**src/rtl/scan_pkg.sv**
```systemverilog
// Shared types and helpers for the decoder scan sequencer.
// Holds the FSM state encoding and the next-unmasked-code search.
package scan_pkg;

   localparam int SEL_W     = 3;
   localparam int NUM_CODES = 8;

   typedef enum logic [1:0] {
      IDLE = 2'd0,
      SCAN = 2'd1,
      DONE = 2'd2
   } scan_state_t;

   // Returns {found, code}: the lowest code >= fromCode whose mask bit is clear.
   function automatic logic [SEL_W:0] next_unmasked(input logic [SEL_W:0] fromCode,
                                                   input logic [NUM_CODES-1:0] mask);
      logic             found;
      logic [SEL_W-1:0] code;
      found = 1'b0;
      code  = '0;
      for (int i = 0; i < NUM_CODES; i++) begin
         if (!found && (i >= int'(fromCode)) && !mask[i]) begin
            found = 1'b1;
            code  = i[SEL_W-1:0];
         end
      end
      return {found, code};
   endfunction

endpackage

```
**src/rtl/decoder3to8.sv**
```systemverilog
// Combinational 3-to-8 one-hot decoder.
module decoder3to8 (
   input  logic [2:0] i_sel,
   output logic [7:0] o_dec
);

   always_comb begin
      o_dec = 8'h01 << i_sel;
   end

endmodule

```
**src/rtl/decoder_scan_sequencer.sv**
```systemverilog
// Steps a select code through 0..7 with a programmable dwell and a registered one-hot decode.
// Optional macro SCAN_SKIP_MASK_EN adds a skip_mask input that removes codes from the scan.
module decoder_scan_sequencer
   import scan_pkg::*;
#(
   parameter int unsigned DW = 8
) (
   input  logic          clk,
   input  logic          rst,
   input  logic          start,
   input  logic          repeat_en,
   input  logic [DW-1:0] dwell,
`ifdef SCAN_SKIP_MASK_EN
   input  logic [7:0]    skip_mask,
`endif
   output logic [2:0]    sel,
   output logic [7:0]    onehot,
   output logic          step,
   output logic          busy,
   output logic          done
);

   scan_state_t      r_state;
   logic [SEL_W-1:0] r_sel;
   logic [7:0]       r_onehot;
   logic             r_step;
   logic             r_done;
   logic [DW-1:0]    r_cnt;
   logic [DW-1:0]    r_dwell;
   logic [7:0]       r_mask;

   scan_state_t      w_stateNext;
   logic [SEL_W-1:0] w_selNext;
   logic [DW-1:0]    w_cntNext;
   logic [DW-1:0]    w_dwellNext;
   logic [7:0]       w_maskNext;
   logic             w_stepNext;
   logic             w_doneNext;
   logic             w_busyNext;
   logic [DW-1:0]    w_dwellEff;
   logic [7:0]       w_maskIn;
   logic [SEL_W:0]   w_first;
   logic [SEL_W:0]   w_adv;
   logic [SEL_W:0]   w_wrap;
   logic [7:0]       w_decNext;

`ifdef SCAN_SKIP_MASK_EN
   assign w_maskIn = skip_mask;
`else
   assign w_maskIn = 8'h00;
`endif

   assign w_dwellEff = (dwell == '0) ? DW'(1) : dwell;
   assign w_first    = next_unmasked('0, w_maskIn);
   assign w_adv      = next_unmasked({1'b0, r_sel} + 4'd1, r_mask);
   assign w_wrap     = next_unmasked('0, r_mask);

   always_comb begin
      w_stateNext = r_state;
      w_selNext   = r_sel;
      w_cntNext   = r_cnt;
      w_dwellNext = r_dwell;
      w_maskNext  = r_mask;
      w_stepNext  = 1'b0;
      w_doneNext  = 1'b0;
      w_busyNext  = 1'b0;
      case (r_state)
         IDLE: begin
            if (start) begin
               w_dwellNext = w_dwellEff;
               w_maskNext  = w_maskIn;
               if (w_first[SEL_W]) begin
                  w_stateNext = SCAN;
                  w_selNext   = w_first[SEL_W-1:0];
                  w_cntNext   = w_dwellEff - DW'(1);
                  w_stepNext  = 1'b1;
                  w_busyNext  = 1'b1;
               end else begin
                  w_stateNext = DONE;
                  w_doneNext  = 1'b1;
               end
            end
         end
         SCAN: begin
            w_busyNext = 1'b1;
            if (r_cnt != '0) begin
               w_cntNext = r_cnt - DW'(1);
            end else if (w_adv[SEL_W]) begin
               w_selNext  = w_adv[SEL_W-1:0];
               w_cntNext  = r_dwell - DW'(1);
               w_stepNext = 1'b1;
            end else if (repeat_en) begin
               // Last unmasked code expired: wrap to the lowest unmasked code.
               w_selNext  = w_wrap[SEL_W-1:0];
               w_cntNext  = r_dwell - DW'(1);
               w_stepNext = 1'b1;
            end else begin
               w_stateNext = DONE;
               w_doneNext  = 1'b1;
               w_busyNext  = 1'b0;
            end
         end
         DONE: begin
            w_stateNext = IDLE;
         end
         default: begin
            w_stateNext = IDLE;
         end
      endcase
   end

   decoder3to8 u_decoder (
      .i_sel (w_selNext),
      .o_dec (w_decNext)
   );

   always_ff @(posedge clk or posedge rst) begin
      if (rst) begin
         r_state  <= IDLE;
         r_sel    <= '0;
         r_onehot <= '0;
         r_step   <= 1'b0;
         r_done   <= 1'b0;
         r_cnt    <= '0;
         r_dwell  <= '0;
         r_mask   <= '0;
      end else begin
         r_state  <= w_stateNext;
         r_sel    <= w_selNext;
         r_onehot <= w_busyNext ? w_decNext : 8'h00;
         r_step   <= w_stepNext;
         r_done   <= w_doneNext;
         r_cnt    <= w_cntNext;
         r_dwell  <= w_dwellNext;
         r_mask   <= w_maskNext;
      end
   end

   assign sel    = r_sel;
   assign onehot = r_onehot;
   assign step   = r_step;
   assign busy   = (r_state == SCAN);
   assign done   = r_done;

endmodule

```
**config.mk**
```make
export PLATFORM = sky130hd
export DESIGN_NAME = decoder_scan_sequencer
export DESIGN_NICKNAME = d
export VERILOG_FILES = /design/src/rtl/scan_pkg.sv /design/src/rtl/decoder3to8.sv /design/src/rtl/decoder_scan_sequencer.sv
export SDC_FILE = /design/constraint.sdc
export NUM_CORES = 1
export LEC_CHECK = 0
export BUFFER_PORTS_ARGS = -buffer_cell sky130_fd_sc_hd__buf_2
export CORE_MARGIN = 10
export CORE_UTILIZATION = 49
export CTS_BUF_LIST = sky130_fd_sc_hd__clkbuf_8
export DETAILED_ROUTE_END_ITERATION = 10
export GPL_ROUTABILITY_DRIVEN = 0
export PLACE_DENSITY = 0.71
export SYNTH_ARGS = -nofsm -noshare
export SYNTH_HDL_FRONTEND = slang
export SYNTH_SLANG_ARGS = --single-unit
```
**constraint.sdc**
```tcl
create_clock -name clk -period 4.2 [get_ports clk]
set_input_delay 0.84 -clock clk [delete_from_list [all_inputs] [get_ports clk]]
set_output_delay 0.84 -clock clk [all_outputs]
set_load 0.03 [all_outputs]
```
# Yosys cells after proc, flatten, opt, wreduce, memory -nomap -nowiden

Cells that the tools add are included.

Shift-type cells: 1
Multiplexer cells: 43
Order comparisons: 8
Eq/ne operators: 6
Add/sub/neg operators: 4
Reductions and logical operators: 21

Operators by type and width:

| kind                                                                                | number |
|---|---|
| 8-bit two-way mux                                                                   | 6 |
| 3-bit two-way mux                                                                   | 8 |
| 8-bit by 1-bit subtractor with 8-bit output (second input constant)                 | 3 |
| 1-bit two-way mux                                                                   | 18 |
| 3-bit by 4-bit greater-or-equal comparator with 1-bit output (first input constant) | 4 |
| 8-bit case mux with 2 select lines                                                  | 1 |
| 2-bit two-way mux                                                                   | 6 |
| 1-bit by 4-bit greater-or-equal comparator with 1-bit output (first input constant) | 2 |
| 2-bit by 4-bit greater-or-equal comparator with 1-bit output (first input constant) | 2 |
| 8-bit logical NOT                                                                   | 1 |
| 2-bit != test (second input constant)                                               | 4 |
| 8-bit nonzero test                                                                  | 1 |
| 1-bit by 3-bit left shift with 8-bit output (first input constant)                  | 1 |
| 1-bit logical AND                                                                   | 7 |
| 1-bit logical NOT                                                                   | 7 |
| 3-bit case mux with 2 select lines                                                  | 1 |
| 3-bit by 1-bit adder with 4-bit output (second input constant)                      | 1 |
| 4-bit by 2-bit != test with 1-bit output (second input constant)                    | 1 |
| 1-bit case mux with 2 select lines                                                  | 2 |
| 2-bit case mux with 2 select lines                                                  | 1 |
| 4-bit AND reduction                                                                 | 1 |
| 3-bit AND reduction                                                                 | 1 |
| 2-bit by 1-bit equality test with 1-bit output (second input constant)              | 1 |
| 2-bit logical NOT                                                                   | 1 |
| other kinds (2)                                                                     | 2 |

Register bits after elaboration: 31
Input port bits: 12

# Logic depth before layout (Yosys ltp)

Gate-level depths: netlist of the first run.

Word-level depth: 29
Mapped depth: 12
Depth with buffers taken out: 10

# By module

From an unflattened synthesis of the first run, not the netlist that was laid out.

Cells, all modules: 158
Area total of the unflattened synthesis: 1647.8 um^2

By module, submodules not included:

| module                 | area each (um^2) | cells each | times used |
|---|---|---|---|
| decoder_scan_sequencer | 1582.8           | 150        | 1 |
| decoder3to8            | 65.1             | 8          | 1 |

# Least setup slack after synthesis of the first run

Ideal clock, no wire load.

Kind: in2reg
Start: input dwell[4]
End: register r_cnt[6]
Data arrival time: 2.075 ns
Setup time: 0.137 ns
Path slack: 1.988 ns
Stages on the path: 9
Data required time: 4.063 ns
Cells stage by stage: nor4_1 -> a21oi_1 -> a22oi_1 -> inv_1 -> ha_1 -> o21ai_0 -> nor3_1 -> xnor2_1 -> a21oi_1

Word-level cells in the longest chain between the ends: 5

Ends and longest elaborated chain:

| what                                          | RTL line                      | RTL |
|---|---|---|
| from (decl)                                   | decoder_scan_sequencer.sv:12  | `input logic [DW-1:0] dwell,` |
| 8-bit logical NOT                             | decoder_scan_sequencer.sv:53  | `assign w_dwellEff = (dwell == '0) ? DW'(1) : dwell;` |
| 8-bit two-way mux *                           | decoder_scan_sequencer.sv:53  |  |
| 8-bit by 1-bit subtractor with 8-bit output * | decoder_scan_sequencer.sv:75  | `w_cntNext = w_dwellEff - DW'(1);` |
| 8-bit two-way mux *                           | decoder_scan_sequencer.sv:69  | `if (start) begin` |
| 8-bit case mux with 2 select lines *          | decoder_scan_sequencer.sv:67  | `case (r_state)` |
| to (signal assigned)                          | decoder_scan_sequencer.sv:133 | `r_cnt <= w_cntNext;` |
| to (decl)                                     | decoder_scan_sequencer.sv:28  | `logic [DW-1:0] r_cnt;` |

Every way passes the cells marked *; elsewhere a longest branch is shown, timed or not. The select of a mux whose other input is x is not followed.
A chain may end at the register's enable or synchronous reset.

# Worst setup path in the final report of the first run

Start: register r_state[1]
End: output busy

Word-level cells in the longest chain between the ends: 1

Ends and longest elaborated chain:

| what                                           | RTL line                      | RTL |
|---|---|---|
| from (decl)                                    | decoder_scan_sequencer.sv:23  | `scan_state_t r_state;` |
| from (signal assigned)                         | decoder_scan_sequencer.sv:128 | `r_state <= w_stateNext;` |
| 2-bit by 1-bit equality test with 1-bit output | decoder_scan_sequencer.sv:142 | `assign busy = (r_state == SCAN);` |
| to (decl)                                      | decoder_scan_sequencer.sv:19  | `output logic busy,` |

Every way passes these cells.

==> results of run 1 <==
-- flip-flops by register name, indices dropped and copies added, names as in the netlist --
signal / count
r_cnt: 8
step: 1
r_state: 2
done: 1
sel: 3
onehot: 8
r_dwell: 8
-- metal layers --
layer	global-route usage, %	vias to the layer above
met3	4.48	2
li1	-	620
met1	15.1	621
met4	3.90	0
met5	0	-
met2	21.2	32
-- area by class of cell --
type                       instances  area (um^2)  area share (%)
timing repair buffer              28          148            7.94
multi-input combinational        115          729            39.2
clock inverter                     2         35.0            1.88
clock buffer                       6         82.6            4.44
sequential                        31          776            41.7
tap                               44         55.1            2.96
inverter                           9         33.8            1.82
-- cells by family (layout without fill, tap and decap cells) --
kind of cell    count (synthesis)  count (layout)  synth area share, %
simple gates                   61              61                 20.5
fa+ha+maj                       3               3                 2.42
xor+xnor                        5               5                 2.82
flops                          31              31                 50.0
mux                             9               9                 6.45
compound gates                 37              37                 14.8
buf+inv                        12              45                 3.06
-- cells in the mapped netlist, types with 2 or more instances --
master     n
a21oi_1   17
a311oi_2   2
a31oi_1    4
a41oi_1    2
and2_1     3
buf_2      2
dfrtp_1   31
ha_1       3
inv_1      9
mux2_2     8
nand2_1    5
nand2b_1   4
nor2_1    31
nor3_1     2
nor4_1     2
nor4b_1    2
o21ai_0    7
or3_1      4
xnor2_1    5
-- per-stage QoR --
stage / utilization (%) / std cells
2_1_floorplan: - / 158
3_3_place_gp: 57.0 / 227
3_5_place_dp: 57.0 / 227
4_1_cts: 60.9 / 235
5_1_grt: 60.9 / 235
6_report: 60.9 / 235
-- where the power goes --
part	internal, mW	switching, mW	total (mW)	leakage (nW)
sequential	0.372	0.0901	0.462	0.387
combinational	0.151	0.215	0.366	0.411
clock	0.192	0.106	0.298	0.0612
total	0.715	0.412	1.13	0.860
-- worst max-delay path: cells and delay by family, from the launching register on --
family	cells	cell delay [ns]
AND/OR/NAND/NOR	1	0.31
buffers and inverters	2	0.67
flip-flops	1	0.39
-- path summary, 6_finish.rpt --
path	from	end	cells past startpoint	slack [ns]
worst min register to register	r_dwell[6]	r_dwell[6]	1	0.51
max in group asynchronous	rst	r_dwell[6]	3	3.31
worst min-delay path	r_dwell[6]	r_dwell[6]	1	0.51
min in group asynchronous	rst	onehot[4]	3	0.62
worst max register to register	r_state[0]	r_cnt[7]	7	1.82
worst max-delay path	r_state[1]	busy	3	1.72
==> reports/summary.txt, run 1 <==
Outcome - finished, final reports clean
Vias in the first global route - 1300
Drc violations - 0
Final Skew - 0.00400 ns
Num CTS Buffers - 5
Post-synth net total - 173
Critical path cell sequence - nand2b_1 > inv_1 > buf_2
Post-place setup slack - 1.72 ns
Unrepaired setup endpoints after global routing - false
Worst setup slack after layout - 1.72 ns
Sum Neg Setup Slack - 0 ns
Largest net degree at the start of global routing - 32
DR WL met3 - 188 um
Post-route cell area - 0.00186 mm^2
Top sig layer - met4
Metal-1 WL - 1500 um
Crit path DAT - 1.64 ns
DR vias/cell - 5.43
Ports - 26
EDFF count, synth - 0
Root Driver - clkbuf_8
Synth Cell Area - 0.00155 mm^2
First-pass GRT wire length - 6110 um
Final worst-path cycle share - 59.0%
Placed cell area - 0.00174 mm^2
Final ANT Viol Nets - 0
Max-Cap Viols - 0
Pwr/cell area - 606 mW/mm^2
Initial Utilization - 50.9%
Warnings, synthesis - 0
Worst path max stage delay - 0.39 ns
Die X - 76.3 um
Slew Viols, Final - 0
Layout cells sized above 1 - 25.7%
Clock Latency Late Sink - 0.28 ns
Length of routed met2 wiring - 1780 um
Buffers on Ports - 25
Leakage Power - 0.860 nW
First-pass detailed-route iteration total - 4
Core Box Area - 0.00305 mm^2
PnR Total Power - 1.13 mW
Most frequent cells in the layout - 31 x nor2_1, 31 x dfrtp_1, 25 x buf_2, 17 x a21oi_1, 9 x inv_1
Reg clk slew, reported paths - 0.06 ns
DIE HEIGHT - 76.3 um
Top cells by area, synth - dfrtp_1 50%, nor2_1 7.5%, mux2_2 5.8%
Fillers - 280
Total Die Area - 0.00582 mm^2
HP Class - reg2reg
Crit Path Class - reg2out
Antenna cells - 0
CTS tree - built
Synth top area share - 50.0%
Worst hold slack - 0.509 ns
Number of H-tree levels - 2
Final WL - 3490 um
Synth Area per Inst - 9.83 um^2
Std-Cell Rows - 20
Async SR Flop Fraction - 100%
CTS resizes - 0
Gr ovfl total - 0
CP Capture Type - primary output
CTS Sinks - 31
Worst path slowest cell - dfrtp_1
Peak VDD IR - 0.327 mV
Max-slew headroom - 50.0%
Net count, final - 205
Post-CTS Setup Inserts - 0
Total Routing Usage GR - 12.8%
Minimum clock period - 2.48 ns
Slew at the pin with the worst max-slew slack - 0.744 ns
CTS max path bufs - 2
Initial DRC Count - 78
Final HPWL DP - 2640 um
Antenna violations before repair - 0
Post-synthesis register bit count - 31
Routed WL per cell - 14.8 um
Hold Violations, Final - 0
Via count - 1275
Largest area contributor in the synthesized netlist - dfrtp_1
Final setup viols - 0
Crit Path Max Fanout - 13
Area Growth Syn to Fin - 19.7%
Type of origin of the critical path - register
Syn Inst Count - 158
Hold_buf cts - 0
Top FF cell, synth - dfrtp_1
Fmax - 0.404 GHz
Req. time, crit path - 3.36 ns
Seq/Total Area, Yosys - 50.0%
Yosys cell types - 34
No activity file was read; power rests on OpenSTA's default activity.
==> run 2: changes to the inputs <==
--- a/config.mk
+++ b/config.mk
@@ -5,13 +5,14 @@
 export SDC_FILE = /design/constraint.sdc
 export NUM_CORES = 1
 export LEC_CHECK = 0
+export ABC_AREA = 1
 export BUFFER_PORTS_ARGS = -buffer_cell sky130_fd_sc_hd__buf_2
 export CORE_MARGIN = 10
 export CORE_UTILIZATION = 49
 export CTS_BUF_LIST = sky130_fd_sc_hd__clkbuf_8
 export DETAILED_ROUTE_END_ITERATION = 10
 export GPL_ROUTABILITY_DRIVEN = 0
-export PLACE_DENSITY = 0.71
+export PLACE_DENSITY = 0.73
 export SYNTH_ARGS = -nofsm -noshare
 export SYNTH_HDL_FRONTEND = slang
 export SYNTH_SLANG_ARGS = --single-unit
==> constraint.sdc (replaced) <==
create_clock -name clk -period 2.2 [get_ports clk]
set_input_delay 0.44 -clock clk [delete_from_list [all_inputs] [get_ports clk]]
set_output_delay 0.44 -clock clk [all_outputs]
set_load 0.03 [all_outputs]
==> run 2 against run 1 <==
Against the previous run:
- setup slack got worse by 1.4 ns
- clock power rose by 91%
- via count rose by 9.2%
- sequential power rose by 88%
- first-iteration DRC count rose by 22%
- area after synthesis rose by 5.9%
- cell count rose by 24%
- critical path type unchanged
- largest cell class unchanged
==> reports/summary.txt, run 2 <==
HP Class - in2async
Seq/Total Area, Yosys - 47.2%
Sum Neg Setup Slack - 0 ns
Worst path slowest cell - dfrtp_1
Post-route cell area - 0.00194 mm^2
Largest net degree at the start of global routing - 32
Antenna violations before repair - 0
FF-to-FF setup slack - 0.31 ns
First-pass GRT wire length - 6260 um
EDFF count, synth - 0
Max-Cap Viols - 0
Initial DRC Count - 95
CTS Sinks - 31
Antenna cells - 0
Async SR Flop Fraction - 100%
Via count - 1392
Synth top area share - 47.2%
Most frequent cells after synthesis - 67 x nand2_1, 32 x nor2_1, 31 x dfrtp_1, 22 x inv_1, 14 x o21ai_0
Syn Inst Count - 214
Net count, final - 261
R2r startpoint - r_cnt[6]
Critical path cell sequence - inv_1 > nand2_2 > inv_2 > buf_4 > buf_2
DR vias/cell - 4.78
Num CTS Buffers - 5
Total Routing Usage GR - 12.7%
Placed cell area - 0.00182 mm^2
CTS tree - built
Top cells by area, synth - dfrtp_1 47%, nand2_1 15%, nor2_1 7.3%
Area Growth Syn to Fin - 17.9%
Minimum clock period - 1.90 ns
Crit Path Class - reg2out
Die X - 77.9 um
Hold_buf cts - 0
Type of origin of the critical path - register
Hold Violations, Final - 0
Root Driver - clkbuf_8
Ports - 26
Final WL - 3570 um
Max-slew headroom - 54.8%
Post-CTS Setup Inserts - 0
Vias in the first global route - 1386
CTS resizes - 0
Int Power - 1.43 mW
Post-synthesis register bit count - 31
Clock power share - 23.7%
DIE HEIGHT - 77.9 um
Slew Viols, Final - 0
Sw frac - 40.6%
CP Capture Type - primary output
Clock Latency Late Sink - 0.28 ns
Switching Power - 0.975 mW
WP buf/inv - 4
Drc violations - 0
Gr ovfl total - 0
Unrepaired setup endpoints after global routing - false
Final std cells w/o fill - 291
Final setup viols - 0
Logic pwr share - 40.2%
Worst path max stage delay - 0.37 ns
Number of H-tree levels - 2
Req. time, crit path - 1.76 ns
Yosys cell types - 28
Largest area contributor in the synthesized netlist - dfrtp_1
R2R cell count - 15
Synth Area per Inst - 7.68 um^2
Final worst-path cycle share - 86.5%
CTS max path bufs - 2
Fillers - 266
Core Box Area - 0.00313 mm^2
Total Die Area - 0.00607 mm^2
Outcome - finished, final reports clean
Top FF cell, synth - dfrtp_1
First-pass detailed-route iteration total - 5
Final ANT Viol Nets - 0
Peak VDD IR - 0.844 mV
Layout cells sized above 1 - 22.7%
Most frequent cells in the layout - 67 x nand2_1, 32 x nor2_1, 31 x dfrtp_1, 25 x buf_2, 22 x inv_1
DP Cell Count - 283
Crit Path Max Fanout - 12
Leakage Power - 1.02 nW
Reg clk slew, reported paths - 0.06 ns
Commonest non-fill, non-tap cell in the layout - nand2_1
Sequential power share - 36.1%
Crit path DAT - 1.46 ns
Warnings, synthesis - 0
Buffers on Ports - 25
Final Skew - 0.0120 ns
Routed WL per cell - 12.3 um
Slew at the pin with the worst max-slew slack - 0.676 ns
Initial Utilization - 52.6%
FF-to-FF End - r_cnt[6]
Synth Cell Area - 0.00164 mm^2
Fmax - 0.525 GHz
Std-Cell Rows - 20
Final HPWL DP - 2800 um
Count leader, synth - nand2_1
Pwr/cell area - 1240 mW/mm^2
Post-synth net total - 229
Crit path max-delay family - buffers and inverters
[run 2: cell types whose count changed after synthesis, sizes merged, moves of 5 or more]
cell   delta
nor2      +5
nand3     +7
xnor2     -5
o21ai    +12
mux2      -7
a21oi    -16
nand2    +65
inv      +18
[run 2: metal layers]
| metal | share of wire (%) | routed length (um) | global-route usage (%) | vias up |
|---|---|---|---|---|
| met2 | 47 | 1670 | 21.0 | 24 |
| met5 | 0 | 0 | 0 | - |
| met3 | 4.8 | 172 | 4.49 | 6 |
| met1 | 47 | 1670 | 14.6 | 633 |
| met4 | 1.5 | 54 | 4.84 | 0 |
| li1 | - | - | - | 729 |
[run 2: logic make-up after synthesis]
group / synth area share, %
AO/OA/AOI/OAI: 9.82
AND/OR/NAND/NOR: 31.3
buffers and inverters: 8.22
multiplexers: 0.685
XOR/XNOR: 0.533
adder cells (fa/ha/maj): 2.28
flip-flops: 47.2
[run 2: layout make-up]
cell class	count	area [um^2]	share of cell area, %
Multi-Input combinational cell	152	733	37.8
Timing Repair Buffer	29	155	8.01
Inverter	27	101	5.23
Sequential cell	31	776	40.0
Clock inverter	2	35.0	1.81
Tap cell	44	55.1	2.84
Clock buffer	6	82.6	4.26
[run 2: power by group through the flow]
| stage | clock (mW) | sequential [mW] | combinational, mW |
|---|---|---|---|
| 3_3_place_gp | 0 | 0.876 | 0.956 |
| 6_report | 0.570 | 0.867 | 0.964 |
| 5_1_grt | 0.606 | 0.892 | 1.10 |
| 3_5_place_dp | 0 | 0.878 | 0.970 |
| 4_1_cts | 0.579 | 0.868 | 0.975 |
| 2_1_floorplan | 0 | 1.02 | 0.584 |
[run 2: how the worst max path moves through the flow]
stage / startpoint / endpoint / slack (ns) / depth (start not counted)
finish: r_state[1] / busy / 0.30 / 5
global route: r_cnt[6] / r_cnt[4] / 0.08 / 14
CTS: r_state[1] / busy / 0.29 / 5
detailed placement: dwell[6] / r_cnt[6] / 0.24 / 14
global placement: repeat_en / r_cnt[1] / 0.25 / 7
floorplan: r_cnt[1] / r_cnt[2] / 0.50 / 11
[run 2: worst reg2reg max path, cell delays in order, from the launching register on]
cell and delay, ns:
dfrtp_1 0.40, nor2_1 0.13, nand2_1 0.09, nor2_4 0.20, nand2_1 0.07, nand2_1 0.06, nand2_1 0.04, nand2_1 0.14
inv_1 0.08, ha_1 0.19, nand2_1 0.12, nor2_2 0.07, nand2_1 0.06, nand2_1 0.05, nand3_1 0.06, nand2_1 0.05
[run 2: per-stage QoR]
step	hold WS, ns	setup WS [ns]	util (%)	power [mW]
after floorplan	0.453	0.502	-	1.60
after global placement	0.469	0.253	58.2	1.83
after detailed placement	0.483	0.239	58.2	1.85
after CTS	0.230	0.290	62.0	2.42
after global routing	0.245	0.0783	62.0	2.60
final	0.218	0.296	62.0	2.40
==> run 3: changes to the inputs <==
--- a/config.mk
+++ b/config.mk
@@ -5,14 +5,13 @@
 export SDC_FILE = /design/constraint.sdc
 export NUM_CORES = 1
 export LEC_CHECK = 0
-export ABC_AREA = 1
 export BUFFER_PORTS_ARGS = -buffer_cell sky130_fd_sc_hd__buf_2
 export CORE_MARGIN = 10
 export CORE_UTILIZATION = 49
 export CTS_BUF_LIST = sky130_fd_sc_hd__clkbuf_8
 export DETAILED_ROUTE_END_ITERATION = 10
 export GPL_ROUTABILITY_DRIVEN = 0
-export PLACE_DENSITY = 0.73
+export PLACE_DENSITY = 0.74
 export SYNTH_ARGS = -nofsm -noshare
 export SYNTH_HDL_FRONTEND = slang
 export SYNTH_SLANG_ARGS = --single-unit
==> run 3 against run 2 <==
Against the previous run:
- sequential power is 2% higher
- via count is 4.5% lower
- highest routed layer unchanged
- sequential share of layout area is 0.43 points lower
- non-clock buffer count is 11 higher
- largest cell class unchanged
- clock skew is 0.0085 ns lower
- core utilization is 2.8 points higher
- design area is 2.1% higher
- setup slack worse by 0.27 ns
==> reports/summary.txt, run 3 (synthesis gave the netlist of run 1 again) <==
CTS tree - built
Drc violations - 0
Number of H-tree levels - 2
Sum Neg Setup Slack - 0 ns
Max-Cap Viols - 0
Root Driver - clkbuf_8
Slew at the pin with the worst max-slew slack - 0.551 ns
Area Growth Syn to Fin - 27.4%
Clock Latency Late Sink - 0.29 ns
Die X - 76.3 um
Sequential power share - 39.4%
Max-slew headroom - 63.1%
DIE HEIGHT - 76.3 um
Most frequent cells in the layout - 31 x nor2_1, 25 x dfrtp_1, 25 x buf_2, 15 x a21oi_1, 15 x buf_4
Final Skew - 0.00354 ns
Type of origin of the critical path - register
Initial DRC Count - 118
Logic pwr share - 39.0%
Final ANT Viol Nets - 0
Slew Viols, Final - 0
Total Die Area - 0.00582 mm^2
Final setup viols - 0
Total Routing Usage GR - 13.0%
CTS max path bufs - 2
Vias in the first global route - 1329
Sw frac - 38.1%
Via count - 1330
Net count, final - 217
Leakage Power - 0.908 nW
Antenna cells - 0
Peak VDD IR - 0.533 mV
Post-place setup slack - 0.0442 ns
Initial Utilization - 50.9%
Clock power share - 21.5%
Crit path DAT - 2.38 ns
Pwr/cell area - 1130 mW/mm^2
Reg clk slew, reported paths - 0.06 ns
CTS Sinks - 31
Layout cells sized above 1 - 37.4%
R2R cell count - 6
PnR Total Power - 2.24 mW
Antenna violations before repair - 0
Std-Cell Rows - 20
Core Box Area - 0.00305 mm^2
Commonest non-fill, non-tap cell in the layout - nor2_1
Crit Path Class - reg2reg
Final WL - 3830 um
Final worst-path cycle share - 98.7%
Routed WL per cell - 15.5 um
DR vias/cell - 5.38
First-pass GRT wire length - 6200 um
Fmax - 0.461 GHz
Num CTS Buffers - 5
Minimum clock period - 2.17 ns
Gr ovfl total - 0
Final HPWL DP - 2860 um
Crit Path Max Fanout - 9
Largest net degree at the start of global routing - 22
Outcome - finished, final reports clean
Switching Power - 0.855 mW
Ports - 26
Worst setup slack after layout - 0.0294 ns
Int Power - 1.39 mW
First-pass detailed-route iteration total - 4
Hold Violations, Final - 0
Fillers - 269
CP Capture Type - register
Req. time, crit path - 2.41 ns
HP Class - in2async
Buffers on Ports - 25
-- run 3: final timing paths --
check | from | slack [ns] | to
min | rst | 0.12 | onehot[7]
max reg2reg | r_state[1] | 0.03 | r_cnt[7]
min in group clk | dwell[2] | 0.42 | r_dwell[2]
max in group asynchronous | rst | 1.45 | r_cnt[7]
min reg2reg | r_dwell[6] | 0.51 | r_dwell[6]
max | r_state[1] | 0.03 | r_cnt[7]
-- run 3: area by class of cell --
cell class / count / area (um^2) / area share, %
multi-input combinational: 115 / 768 / 38.8
clock inverter: 1 / 3.75 / 0.190
clock buffer: 7 / 96.3 / 4.87
sequential: 31 / 783 / 39.6
timing repair buffer: 40 / 238 / 12.0
tap: 44 / 55.1 / 2.78
inverter: 9 / 33.8 / 1.71
-- run 3: worst max-delay path, stage by stage (launching register included) --
cell	delay (ns)
dfrtp_1	0.39
nand2b_2	0.29
a311oi_2	0.32
nor2_1	0.12
or3_1	0.43
or3_1	0.38
a31oi_1	0.16
-- run 3: routing by layer --
| layer | routed length (um) | GRT usage (%) | vias up |
|---|---|---|---|
| met5 | 0 | 0 | - |
| met4 | 69 | 6.32 | 0 |
| met3 | 221 | 4.60 | 7 |
| met2 | 1940 | 21.8 | 39 |
| met1 | 1600 | 14.4 | 644 |
| li1 | - | - | 640 |
-- run 3: metrics by stage --
step                      std cells  utilization [%]  hold WS, ns  instance area [um^2]
after global routing            247             64.8        0.153                  1980
final                           247             64.8        0.122                  1980
after floorplan                 158                -        0.472                  1550
after CTS                       245             62.8        0.133                  1920
after global placement          237             59.5        0.429                  1820
after detailed placement        237             59.5        0.437                  1820
-- run 3: timing repair --
item                       CTS  global route
setup buffers                0             2
resized for setup            0            17
hold buffers                 0             0
hold endpoints to repair     0             0
setup endpoints to repair    0            15
-- run 3: power by group through the flow --
stage               logic, mW  registers [mW]  clock network (mW)
global route            0.955           0.907               0.524
detailed placement      0.776           0.881                   0
CTS                     0.784           0.874               0.492
global placement        0.760           0.870                   0
finish                  0.875           0.884               0.483
floorplan               0.442           0.947                   0
